**src/rtl/fx3_bus_out_path.sv**
```systemverilog
// fx3_bus_out_path: drains one packet from an FWFT buffer onto the FX3 slave-FIFO write port.
// Revision 1.0
`default_nettype none

module fx3_bus_out_path #(
  parameter int DATA_WIDTH        = 32,
  parameter int FULL_PACKET_WORDS = 256
) (
  input  logic                  clk,
  input  logic                  rst,
  input  logic                  i_out_path_enable,
  output logic                  o_out_path_busy,
  output logic                  o_out_path_finished,
  input  logic [23:0]           i_packet_size,
  input  logic                  i_dma_ready,
  input  logic                  i_buf_ready,
  input  logic [DATA_WIDTH-1:0] i_data,
  output logic                  o_data_read,
  output logic                  o_write_enable,
  output logic                  o_packet_end,
  output logic [DATA_WIDTH-1:0] o_data,
  output logic [23:0]           o_write_count
);

  // FULL_PACKET_WORDS must be a power of two, at least 2.
  localparam int OFF_W = $clog2(FULL_PACKET_WORDS);

  typedef enum logic [2:0] {
    IDLE     = 3'd0,
    WAIT_DMA = 3'd1,
    WRITE    = 3'd2,
    ZLP      = 3'd3,
    FLUSH    = 3'd4,
    FINISHED = 3'd5
  } state_t;

  state_t      state;
  logic [23:0] size_reg;
  logic        pop;
  logic        last_pop;
  logic        short_pkt;

  assign pop       = (state == WRITE) && i_dma_ready && i_buf_ready;
  assign last_pop  = pop && (o_write_count == (size_reg - 24'd1));
  // Packets that do not fill a whole DMA buffer need PKTEND to commit them.
  assign short_pkt = |size_reg[OFF_W-1:0];

  assign o_data_read         = pop;
  assign o_out_path_busy     = (state != IDLE) && (state != FINISHED);
  assign o_out_path_finished = (state == FINISHED);

  always_ff @(posedge clk) begin
    if (rst) begin
      state          <= IDLE;
      size_reg       <= 24'd0;
      o_write_count  <= 24'd0;
      o_write_enable <= 1'b0;
      o_packet_end   <= 1'b0;
      o_data         <= '0;
    end else begin
      o_write_enable <= 1'b0;
      o_packet_end   <= 1'b0;
      case (state)
        IDLE: begin
          o_write_count <= 24'd0;
          if (i_out_path_enable) begin
            size_reg <= i_packet_size;
            if (!i_dma_ready)
              state <= WAIT_DMA;
            else if (i_packet_size != 24'd0)
              state <= WRITE;
            else
              state <= ZLP;
          end
        end
        WAIT_DMA: begin
          if (i_dma_ready)
            state <= (size_reg != 24'd0) ? WRITE : ZLP;
        end
        WRITE: begin
          if (pop) begin
            o_data         <= i_data;
            o_write_enable <= 1'b1;
            o_write_count  <= o_write_count + 24'd1;
            if (last_pop) begin
              o_packet_end <= short_pkt;
              state        <= FLUSH;
            end
          end
        end
        ZLP: begin
          o_packet_end <= 1'b1;
          state        <= FLUSH;
        end
        FLUSH: begin
          state <= FINISHED;
        end
        FINISHED: begin
          if (!i_out_path_enable)
            state <= IDLE;
        end
        default: begin
          state <= IDLE;
        end
      endcase
    end
  end

endmodule

`default_nettype wire

```
**config.mk**
```make
export PLATFORM = sky130hd
export DESIGN_NAME = fx3_bus_out_path
export DESIGN_NICKNAME = d
export VERILOG_FILES = /design/src/rtl/fx3_bus_out_path.sv
export SDC_FILE = /design/constraint.sdc
export NUM_CORES = 1
export LEC_CHECK = 0
export ABC_AREA = 1
export CORE_MARGIN = 1.5
export CORE_UTILIZATION = 40
export CTS_BUF_LIST = sky130_fd_sc_hd__clkbuf_4
export DETAILED_ROUTE_END_ITERATION = 6
export PLACE_DENSITY_LB_ADDON = 0.08
export SLEW_MARGIN = 20
export SYNTH_ARGS = -nofsm -noshare
export SYNTH_HDL_FRONTEND = slang
export SYNTH_SLANG_ARGS = --single-unit
```
**constraint.sdc**
```tcl
create_clock -name clk -period 2.9 [get_ports clk]
set_clock_uncertainty 0.2 [all_clocks]
set_input_delay 0.435 -clock clk [delete_from_list [all_inputs] [get_ports clk]]
set_output_delay 0.435 -clock clk [all_outputs]
set_load 0.01 [all_outputs]
```
### Word level (Yosys, flattened, before mapping)

Index checks and enable logic that the tools add are counted.

* word-level logic and storage cells: 51
* bits in registers: 85

* $add $sub $neg: 2
* equality and inequality tests: 12
* reduce and logical (&&, ||, !) cells: 15
* bitwise operators: 1
* multiplexer cells: 15

Operators with widths (number)
* $pmux 24 s2: 1
* $reduce_bool 24->1: 2
* $add 24x1->24 const B: 1
* $eq 24x24->1: 1
* $mux 24: 1
* $sub 24x1->24 const B: 1
* $pmux 3 s6: 1
* $mux 3: 5
* $ne 2x2->1 const B: 5
* $reduce_or 8->1: 1
* $eq 3x2->1 const B: 2
* $eq 3x3->1 const B: 2
* $reduce_and 2->1: 3
* $mux 1: 5
* $reduce_and 5->1: 1
* $logic_and 1x1->1: 4
* $eq 3x1->1 const B: 1
* $logic_not 3->1: 1
* $ne 3x3->1 const B: 1
* $reduce_bool 3->1: 1
* $mux 2: 1
* $pmux 1 s2: 1
* $reduce_bool 2->1: 1
* $reduce_or 2->1: 1
* $not 1->1: 1

### Logic depth before layout (Yosys ltp)

Gate-level depths: netlist of run 1.

* word-level depth: 7
* depth in mapped cells: 18
* gate-level depth less buffers: 18

### Worst setup path after synthesis of run 1

Ideal clock, no wire load.

* path type: reg2reg
* start: register size_reg[0]
* end: register state[1]
* data required time: 2.591 ns
* cell stages (with the launch flop): 16
* slack: 0.827 ns
* path buffers: 1
* data arrival time: 1.764 ns
* cells stage by stage: dfxtp_1 > inv_1 > ha_1 > nand2_2 > nor2_4 > buf_6 > nand2_4 > nor2_2 > xor2_1 > nor2_1 > nor2_2 > nand3_2 > nand2_2 > nand4_1 > nand2_1 > inv_1

* cells in the longest elaborated chain, start to end: 5

Ends and longest elaborated chain
* from (decl): line 38 `logic [23:0] size_reg;`
* from (signal assigned): line 67 `size_reg <= i_packet_size;`
* $sub 24x1->24: line 44 `assign last_pop = pop && (o_write_count == (size_reg - 24'd1));`
* $eq 24x24->1: line 44
* $logic_and 1x1->1: line 44
* $ne 2x2->1 (no source line)
* $reduce_and 5->1 (no source line)
* to (signal assigned): line 78 `state <= (size_reg != 24'd0) ? WRITE : ZLP;`
* to (decl): line 37 `state_t state;`

No other way between the ends.
A chain may end at the register's enable or synchronous reset.

### Worst setup path after layout of run 1

* start: register state[2]
* end: output o_out_path_busy

* cells in the longest elaborated chain, start to end: 2
* elaborated cells between the ends (all ways): 3
* those cells by class: 1 x eq/ne; 2 x reduce/logical

Ends and longest elaborated chain
* $ne 3x3->1 or $reduce_bool 3->1 (tied branches): line 49 `assign o_out_path_busy = (state != IDLE) && (state != FINISHED);`
* $logic_and 1x1->1 (*): line 49
* to (decl): line 12 `output logic o_out_path_busy,`

Mark *: on every way between the ends. The rest lies on a longest branch, timed or not.

==> impl_metrics.csv, run 1 <==
group,metric,value,unit
outcome,status,"complete, no violations",
timing,rsz0062_at_grt,"no",
synth,async_reset_ff_share,0,%
critical_path,worstSetupPathType,"register to output port",
grt,grt_max_degree,45,
placement,dp_hpwl,10300,um
worst_hold_path,min_path_type,"register to register",
cells_and_area,n_fill_cell,1101,
timing,final_max_slew_viol_count,0,
clock_tree,cts_hold_buf,0,
routing,drt-initial-drc-count,210,
critical_path,cp.arrival,1980,ps
synth,syn_inst,669,
power,p_sw,1.85,mW
timing,fin_crit_sh,90.3,%
clock_tree,root_buffer,"clkbuf_4",
clock_tree,cts_tree,"built",
timing,relSlewSlack,69.9,%
routing,drc,0,
critical_path,slowest_delay,560,ps
synth,synth_edf_count,0,
timing,min_period,2620,ps
clock_tree,cts_resized,0,
floorplanning,die_width,109,um
clock_tree,cts_buffer_depth,2,
timing,finalSetupViolCount,0,
critical_path,crit_chain,"inv_1 > nand2_1 > clkinv_1 > nor2_1 > clkdlybuf4s50_1",
timing,finalSetupTns,0,ps
placement,place_congestion,0.874,
power,ir_worst_vdd,0.000334,V
cells_and_area,syn_to_final_growth,33.2,%
run,cap_violations,0,
placement,portBuffers,121,
cells_and_area,final_common_cell,"nor2_1",
critical_path,crit_fanout,4,
synth,ys_seq_elements,85,
power,leakagePower,2.38,nW
grt,antenna_found_initial,0,
clock_tree,cts_buffers,9,
clock_tree,post_cts_buffers,0,
routing,vias_per_cell,4.98,
synth,syn_area,0.00452,mm^2
power,comb_power_share,47.8,%
timing,finalHoldViolations,0,
timing,max_freq,0.382,GHz
clock_tree,insertion_delay,470,ps
power,pwr-share-clk,15.8,%
clock_tree,cts_sinks,85,
clock_tree,clkTransAtPathRegs,130,ps
cells_and_area,diodes,0,
power,power.density,708,mW/mm^2
floorplanning,die_area,0.0119,mm^2
placement,pre_cts_ws,88.8,ps
grt,grt_pass1_vias,4552,
clock_tree,htree_levels,3,
floorplanning,start_util,41.3,%
synth,yosysWarnings,0,
floorplanning,die_y,109,um
grt,grt_overflow,0,
synth,synth_ff_type,"dfxtp_1",
grt,grt_pass1_wl,21500,um
timing,setup_slack,282,ps
floorplanning,core_area,0.0109,mm^2
timing,worst_pin_slew,447,ps
critical_path,cpMaxStageDelayCell,"clkdlybuf4s50_1",
critical_path,crit_required,2270,ps
grt,grt_usage,23.5,%
power,finalPower,4.26,mW
cells_and_area,mostFrequentLayoutCells,"nor2_1, nand2_1, clkdlybuf4s50_1",
routing,ant_nets,0,
routing,first_pass_iters,4,
synth,ys_seq_area_share,37.7,%
cells_and_area,drive_above_1_share,7.04,%
floorplanning,boundaryPins,122,
routing,vias,4654,
routing,wl_per_cell,14.1,um
critical_path,cp-start-kind,"register",
synth,synth_nets,733,
critical_path,end_kind,"output port",
power,sw_frac_of_total,43.4,%
floorplanning,fp-row-count,38,
routing,wl,13200,um
synth,synth.distinct_cells,43,
cells_and_area,final_nets,854,
synth,postSynthAreaPerCell,6.75,um^2
cells_and_area,largest_reg_flops,32,
power,seqPwrFrac,36.3,%
power,intPower,2.41,mW
cells_and_area,fin_util,55.0,%
==> kinds of logic (layout without fill, tap and decap cells) <==
logic type	count (synthesis)	in the layout	share of synthesized area, %
AO/OA/AOI/OAI	120	120	13.8
AND/OR/NAND/NOR	344	344	35.1
flip-flops	85	85	37.7
adder cells (fa/ha/maj)	3	3	0.831
XOR/XNOR	21	21	4.38
buffers and inverters	96	222	8.25
==> synthesized netlist by cell type (2+ instances only) <==
cell      number  area share (%)
nor2_2         8             1.1
ha_1           3            0.83
inv_1         69             5.7
nand4_1       16             2.2
xnor2_1        7             1.4
clkbuf_1      17             1.4
nand3_1       25             2.8
nor4_1        10             1.4
o21ai_1        4            0.44
nor3_1         6            0.66
nor2_1       128              11
nand3b_1       4            0.66
nand2_4        2            0.50
clkinv_1       4            0.33
nand2_2        5            0.69
xor2_1        13             2.5
o21ai_0       66             7.3
nand2_1      122              10
inv_2          3            0.25
dfxtp_1       85              38
nor3_2         4            0.89
a211oi_1       2            0.33
a21oi_1       42             4.7
or2_2          2            0.28
nor2_4         4             1.0
==> power groups by stage <==
stage | clock, mW | combinational, mW | sequential, mW
floorplan | 0 | 1.38 | 1.56
global placement | 0 | 2.02 | 1.56
detailed placement | 0 | 2.04 | 1.57
CTS | 0.696 | 2.05 | 1.55
global route | 0.737 | 2.31 | 1.57
finish | 0.673 | 2.04 | 1.55
==> final timing paths <==
kind / depth (start not counted) / to / slack (ps) / start
min: 2 / o_data[13] / 290 / o_data[13]
max reg2reg: 15 / state[1] / 430 / size_reg[0]
max: 5 / o_out_path_busy / 280 / state[2]
min reg2reg: 2 / o_data[13] / 290 / o_data[13]
==> worst max-delay path: cells and delay by family (launching register included) <==
family / cells / cell delay, ps
AND/OR/NAND/NOR: 2 / 310
buffers and inverters: 3 / 780
flip-flops: 1 / 440
==> layer usage <==
metal | up-vias | routed length (um) | GRT usage, %
met5 | - | 0 | 0
met4 | 0 | 157 | 8.35
met3 | 12 | 1050 | 7.59
met2 | 134 | 6270 | 39.7
met1 | 2105 | 5740 | 27.9
li1 | 2403 | - | -
==> stage by stage <==
stage,hold slack [ps],instance area (um^2),std cells
after floorplan,261,4520,669
after global placement,262,5890,919
after detailed placement,271,5890,919
after CTS,296,6010,935
after global routing,319,6010,935
final,294,6010,935
==> layout make-up <==
class	count	area, um^2	area share [%]
inverters	76	285	4.74
clock buffers	10	75.1	1.25
clock inverters	6	53.8	0.895
multi-input cells	488	2440	40.6
well taps	140	175	2.91
repair buffers	130	1280	21.3
flip-flops and latches	85	1700	28.3
No activity file was read; power rests on OpenSTA's default activity.
==> run 2: changes to the inputs <==
Clock period 2.9 ns to 2.7 ns, I/O delays scaled along.
==> run 2 against run 1 <==
Effect of this change:
- critical path depth is 1 lower
- register-to-register slack worse by 120 ps
- clock-buffer cell count is 1 lower
- largest power group unchanged
==> impl_metrics.csv, run 2 (synthesized netlist as in run 1, its figures left out) <==
group,metric,value,unit
critical_path,worstSetupPathType,"register to output port",
power,intPower,2.79,mW
timing,finalSetupViolCount,0,
routing,wl,13400,um
clock_tree,clkTransAtPathRegs,140,ps
timing,setup_slack,167,ps
power,finalPower,4.84,mW
cells_and_area,mostFrequentLayoutCells,"nor2_1, nand2_1, clkdlybuf4s50_1",
floorplanning,core_area,0.0109,mm^2
clock_tree,cts_buffers,9,
timing,whs,297,ps
cells_and_area,largest_reg_flops,32,
power,ir_worst_vdd,0.000472,V
power,leakagePower,2.43,nW
routing,wl_per_cell,14.3,um
clock_tree,root_buffer,"clkbuf_4",
placement,portBuffers,121,
power,pwr-share-clk,20.0,%
grt,grt_pass1_wl,22000,um
grt,grt_usage,23.8,%
outcome,status,"complete, no violations",
routing,drc,0,
timing,finalSetupTns,0,ps
power,p_sw,2.05,mW
timing,fin_crit_sh,93.8,%
power,power.density,793,mW/mm^2
cells_and_area,drive_above_1_share,8.15,%
clock_tree,cts_tree,"built",
floorplanning,die_y,109,um
timing,final_max_slew_viol_count,0,
cells_and_area,diodes,0,
cells_and_area,final_common_cell,"nor2_1",
critical_path,crit_family,"buffers and inverters",
critical_path,slowest_delay,580,ps
routing,first_pass_iters,6,
critical_path,cp-start-kind,"register",
run,cap_violations,0,
placement,place_congestion,0.871,
critical_path,crit_fanout,5,
critical_path,crit_required,2100,ps
timing,relSlewSlack,70.2,%
timing,rsz0062_at_grt,"no",
floorplanning,fp-row-count,38,
grt,grt_max_degree,47,
clock_tree,post_cts_buffers,0,
timing,min_period,2530,ps
cells_and_area,final_nets,857,
clock_tree,htree_levels,3,
timing,worst_pin_slew,443,ps
clock_tree,cts_hold_buf,0,
routing,drt-initial-drc-count,241,
power,sw_frac_of_total,42.3,%
timing,finalHoldViolations,0,
routing,ant_nets,0,
critical_path,cpMaxStageDelayCell,"clkdlybuf4s50_1",
clock_tree,cts_buffer_depth,2,
critical_path,path_buf_inv,2,
clock_tree,insertion_delay,480,ps
floorplanning,die_width,109,um
grt,grt_pass1_vias,4591,
floorplanning,boundaryPins,122,
cells_and_area,fin_util,55.8,%
critical_path,end_kind,"output port",
grt,grt_overflow,0,
critical_path,cp.arrival,1930,ps
routing,vias,4733,
worst_hold_path,min_path_type,"register to register",
placement,dp_hpwl,10200,um
cells_and_area,syn_to_final_growth,35.1,%
power,seqPwrFrac,34.3,%
floorplanning,die_area,0.0119,mm^2
routing,vias_per_cell,5.05,
clock_tree,cts_sinks,85,
floorplanning,start_util,41.3,%
grt,antenna_found_initial,0,
timing,max_freq,0.395,GHz
power,comb_power_share,45.7,%
critical_path,crit_chain,"inv_1 > nand3_1 > nor2_2 > clkdlybuf4s50_1",
placement,pre_cts_ws,107,ps
run 2: cell types whose count changed in the layout (fill, tap and decap cells not counted), moves of 2 or more:
cell / before / now
inv_6: 0 / 2
buf_4: 9 / 12
bufinv_16: 1 / 3
clkinv_1: 7 / 3
run 2: metal layers:
metal  vias to the layer above  global-route usage, %  wire [um]
met5                         -                      0          0
met4                         0                   9.65        298
met3                        22                   7.17       1050
met2                       151                   39.3       6130
met1                      2148                   28.8       5970
li1                       2412                      -          -
run 2: per-stage QoR:
step           instance area (um^2)  instances
2_1_floorplan                  4520        669
3_3_place_gp                   5910        922
3_5_place_dp                   5910        922
4_1_cts                        6100        938
5_1_grt                        6100        938
6_report                       6100        938
run 2: path summary, 6_finish.rpt:
| path | from | to | slack (ps) | cells past startpoint |
|---|---|---|---|---|
| max | state[0] | o_data_read | 170 | 4 |
| min | o_data[19] | o_data[19] | 300 | 2 |
| max reg2reg | size_reg[1] | state[0] | 310 | 14 |
| min reg2reg | o_data[19] | o_data[19] | 300 | 2 |
run 2: what timing repair did:
| action | 4_1_cts | 5_1_grt |
|---|---|---|
| pin swaps | 0 | 0 |
| endpoints found under the hold margin | 0 | 0 |
| setup endpoints to repair | 1 | 1 |
| gates resized for setup | 2 | 2 |
run 2: area by class of cell:
type                    count  area, um^2
multi-input cells         488        2450
fillers                  1099        4830
clock buffers               9        67.6
repair buffers            133        1300
inverters                  76         288
well taps                 140         175
clock inverters             7         121
flip-flops and latches     85        1700
run 2: power groups by stage:
stage / clock network, mW / logic, mW / registers (mW)
global placement: 0 / 2.17 / 1.68
global route: 1.04 / 2.50 / 1.69
floorplan: 0 / 1.48 / 1.67
detailed placement: 0 / 2.18 / 1.69
finish: 0.970 / 2.21 / 1.66
CTS: 0.986 / 2.20 / 1.66
run 2: worst register-to-register path, cell delays in order (launching register included):
cell and delay (ps):
dfxtp_1 340, inv_1 110, ha_1 230, nand2_2 110
nor2_4 300, nand2_1 140, xor2_1 150, nand2_1 80
nor2_1 80, nand2_1 60, nor2_2 120, nand3_2 120
nand2_2 90, nand3_1 80, a21oi_1 130
==> run 3: changes to the inputs <==
Settings changed: CTS_BUF_LIST sky130_fd_sc_hd__clkbuf_4 to sky130_fd_sc_hd__clkbuf_4 sky130_fd_sc_hd__clkbuf_8 sky130_fd_sc_hd__clkbuf_16, PLACE_DENSITY set to 0.68, PLACE_DENSITY_LB_ADDON 0.08 to not set.
==> run 3 against run 2 <==
Effect of this change:
- cell count up 0.11%
- combinational power about the same
- core utilization up 1.0 points
- sequential power about the same
- critical path depth up 1
- clock-buffer cell count unchanged
- die area unchanged
==> impl_metrics.csv, run 3 (synthesized netlist as in run 1, its figures left out) <==
group,metric,value,unit
outcome,status,"complete, no violations",
critical_path,end_kind,"output port",
critical_path,crit_chain,"inv_1 > nand2_1 > clkinv_1 > nor2_1 > clkdlybuf4s50_1",
placement,place_congestion,0.918,
clock_tree,cts_resized,0,
worst_hold_path,min_path_type,"register to register",
clock_tree,insertion_delay,360,ps
clock_tree,clkTransAtPathRegs,60,ps
placement,portBuffers,121,
routing,first_pass_iters,5,
grt,grt_overflow,0,
routing,drc,0,
timing,final_max_slew_viol_count,0,
floorplanning,die_y,109,um
critical_path,cp-start-kind,"register",
timing,relSlewSlack,61.9,%
critical_path,worstSetupPathType,"register to output port",
critical_path,slowest_delay,560,ps
timing,max_freq,0.401,GHz
clock_tree,post_cts_buffers,0,
timing,fin_crit_sh,92.5,%
critical_path,crit_fanout,4,
clock_tree,htree_levels,3,
timing,finalHoldViolations,0,
critical_path,cpMaxStageDelayCell,"clkdlybuf4s50_1",
floorplanning,core_area,0.0109,mm^2
floorplanning,boundaryPins,122,
clock_tree,cts_hold_buf,0,
critical_path,crit_family,"buffers and inverters",
timing,worst_pin_slew,566,ps
power,ir_worst_vdd,0.000427,V
grt,grt_usage,23.5,%
floorplanning,fp-row-count,38,
clock_tree,cts_tree,"built",
grt,grt_pass1_wl,21500,um
power,leakagePower,2.48,nW
floorplanning,die_area,0.0119,mm^2
clock_tree,root_buffer,"clkbuf_16",
cells_and_area,n_fill_cell,1060,
cells_and_area,final_common_cell,"nor2_1",
routing,ant_nets,0,
power,power.density,825,mW/mm^2
critical_path,cp.arrival,1890,ps
floorplanning,start_util,41.3,%
grt,antenna_found_initial,0,
grt,grt_max_degree,44,
critical_path,reg2reg_slack,260,ps
cells_and_area,drive_above_1_share,7.88,%
cells_and_area,final_nets,858,
timing,finalSetupViolCount,0,
cells_and_area,diodes,0,
clock_tree,cts_buffer_depth,2,
clock_tree,cts_buffers,9,
timing,rsz0062_at_grt,"no",
routing,wl,13300,um
power,finalPower,5.12,mW
run,cap_violations,0,
clock_tree,cts_sinks,85,
placement,dp_hpwl,10300,um
cells_and_area,mostFrequentLayoutCells,"nor2_1, nand2_1, clkdlybuf4s50_1",
critical_path,path_buf_inv,3,
cells_and_area,syn_to_final_growth,37.6,%
timing,min_period,2500,ps
routing,drt-initial-drc-count,247,
timing,finalSetupTns,0,ps
cells_and_area,largest_reg_flops,32,
grt,grt_pass1_vias,4492,
routing,vias,4757,
critical_path,crit_required,2100,ps
routing,wl_per_cell,14.1,um
floorplanning,die_width,109,um
routing,vias_per_cell,5.07,
run 3: metrics by stage:
step / hold WS [ps] / setup WS, ps / cell area [um^2] / cells / utilization [%]
CTS: 287 / 203 / 6210 / 939 / 56.8
finish: 280 / 203 / 6210 / 939 / 56.8
global route: 303 / 41.1 / 6210 / 939 / 56.8
floorplan: 261 / 627 / 4520 / 669 / -
global placement: 260 / 115 / 5920 / 923 / 54.1
detailed placement: 273 / 53.0 / 5920 / 923 / 54.1
run 3: final cells by class:
type / count / area, um^2 / area share (%)
timing repair buffer: 134 / 1310 / 21.1
clock inverter: 7 / 72.6 / 1.17
tap: 140 / 175 / 2.82
clock buffer: 9 / 225 / 3.62
multi-input combinational: 488 / 2440 / 39.3
sequential: 85 / 1700 / 27.4
inverter: 76 / 285 / 4.59
run 3: path summary, 6_finish.rpt:
check                                       end         from  cells after the start
worst max-delay path            o_out_path_busy     state[2]                      5
worst min-delay path                 o_data[11]   o_data[11]                      2
worst max register to register         state[1]  size_reg[0]                     15
worst min register to register       o_data[11]   o_data[11]                      2
run 3: power by group:
part / internal [mW] / switching [mW]
sequential: 1.46 / 0.204
clock: 0.720 / 0.540
combinational: 0.865 / 1.34
run 3: worst min-delay path, cell delays in order (launching register included):
cell and delay [ps]:
dfxtp_1 320, nor2_1 50, nor2_1 80
run 3: metal layers:
layer  global-route usage (%)  share of wire [%]  vias up
li1                         -                  -     2421
met1                     27.2                 42     2139
met2                     38.4                 46      176
met3                     9.38                 10       21
met4                     9.55                2.0        0
met5                        0                  0        -
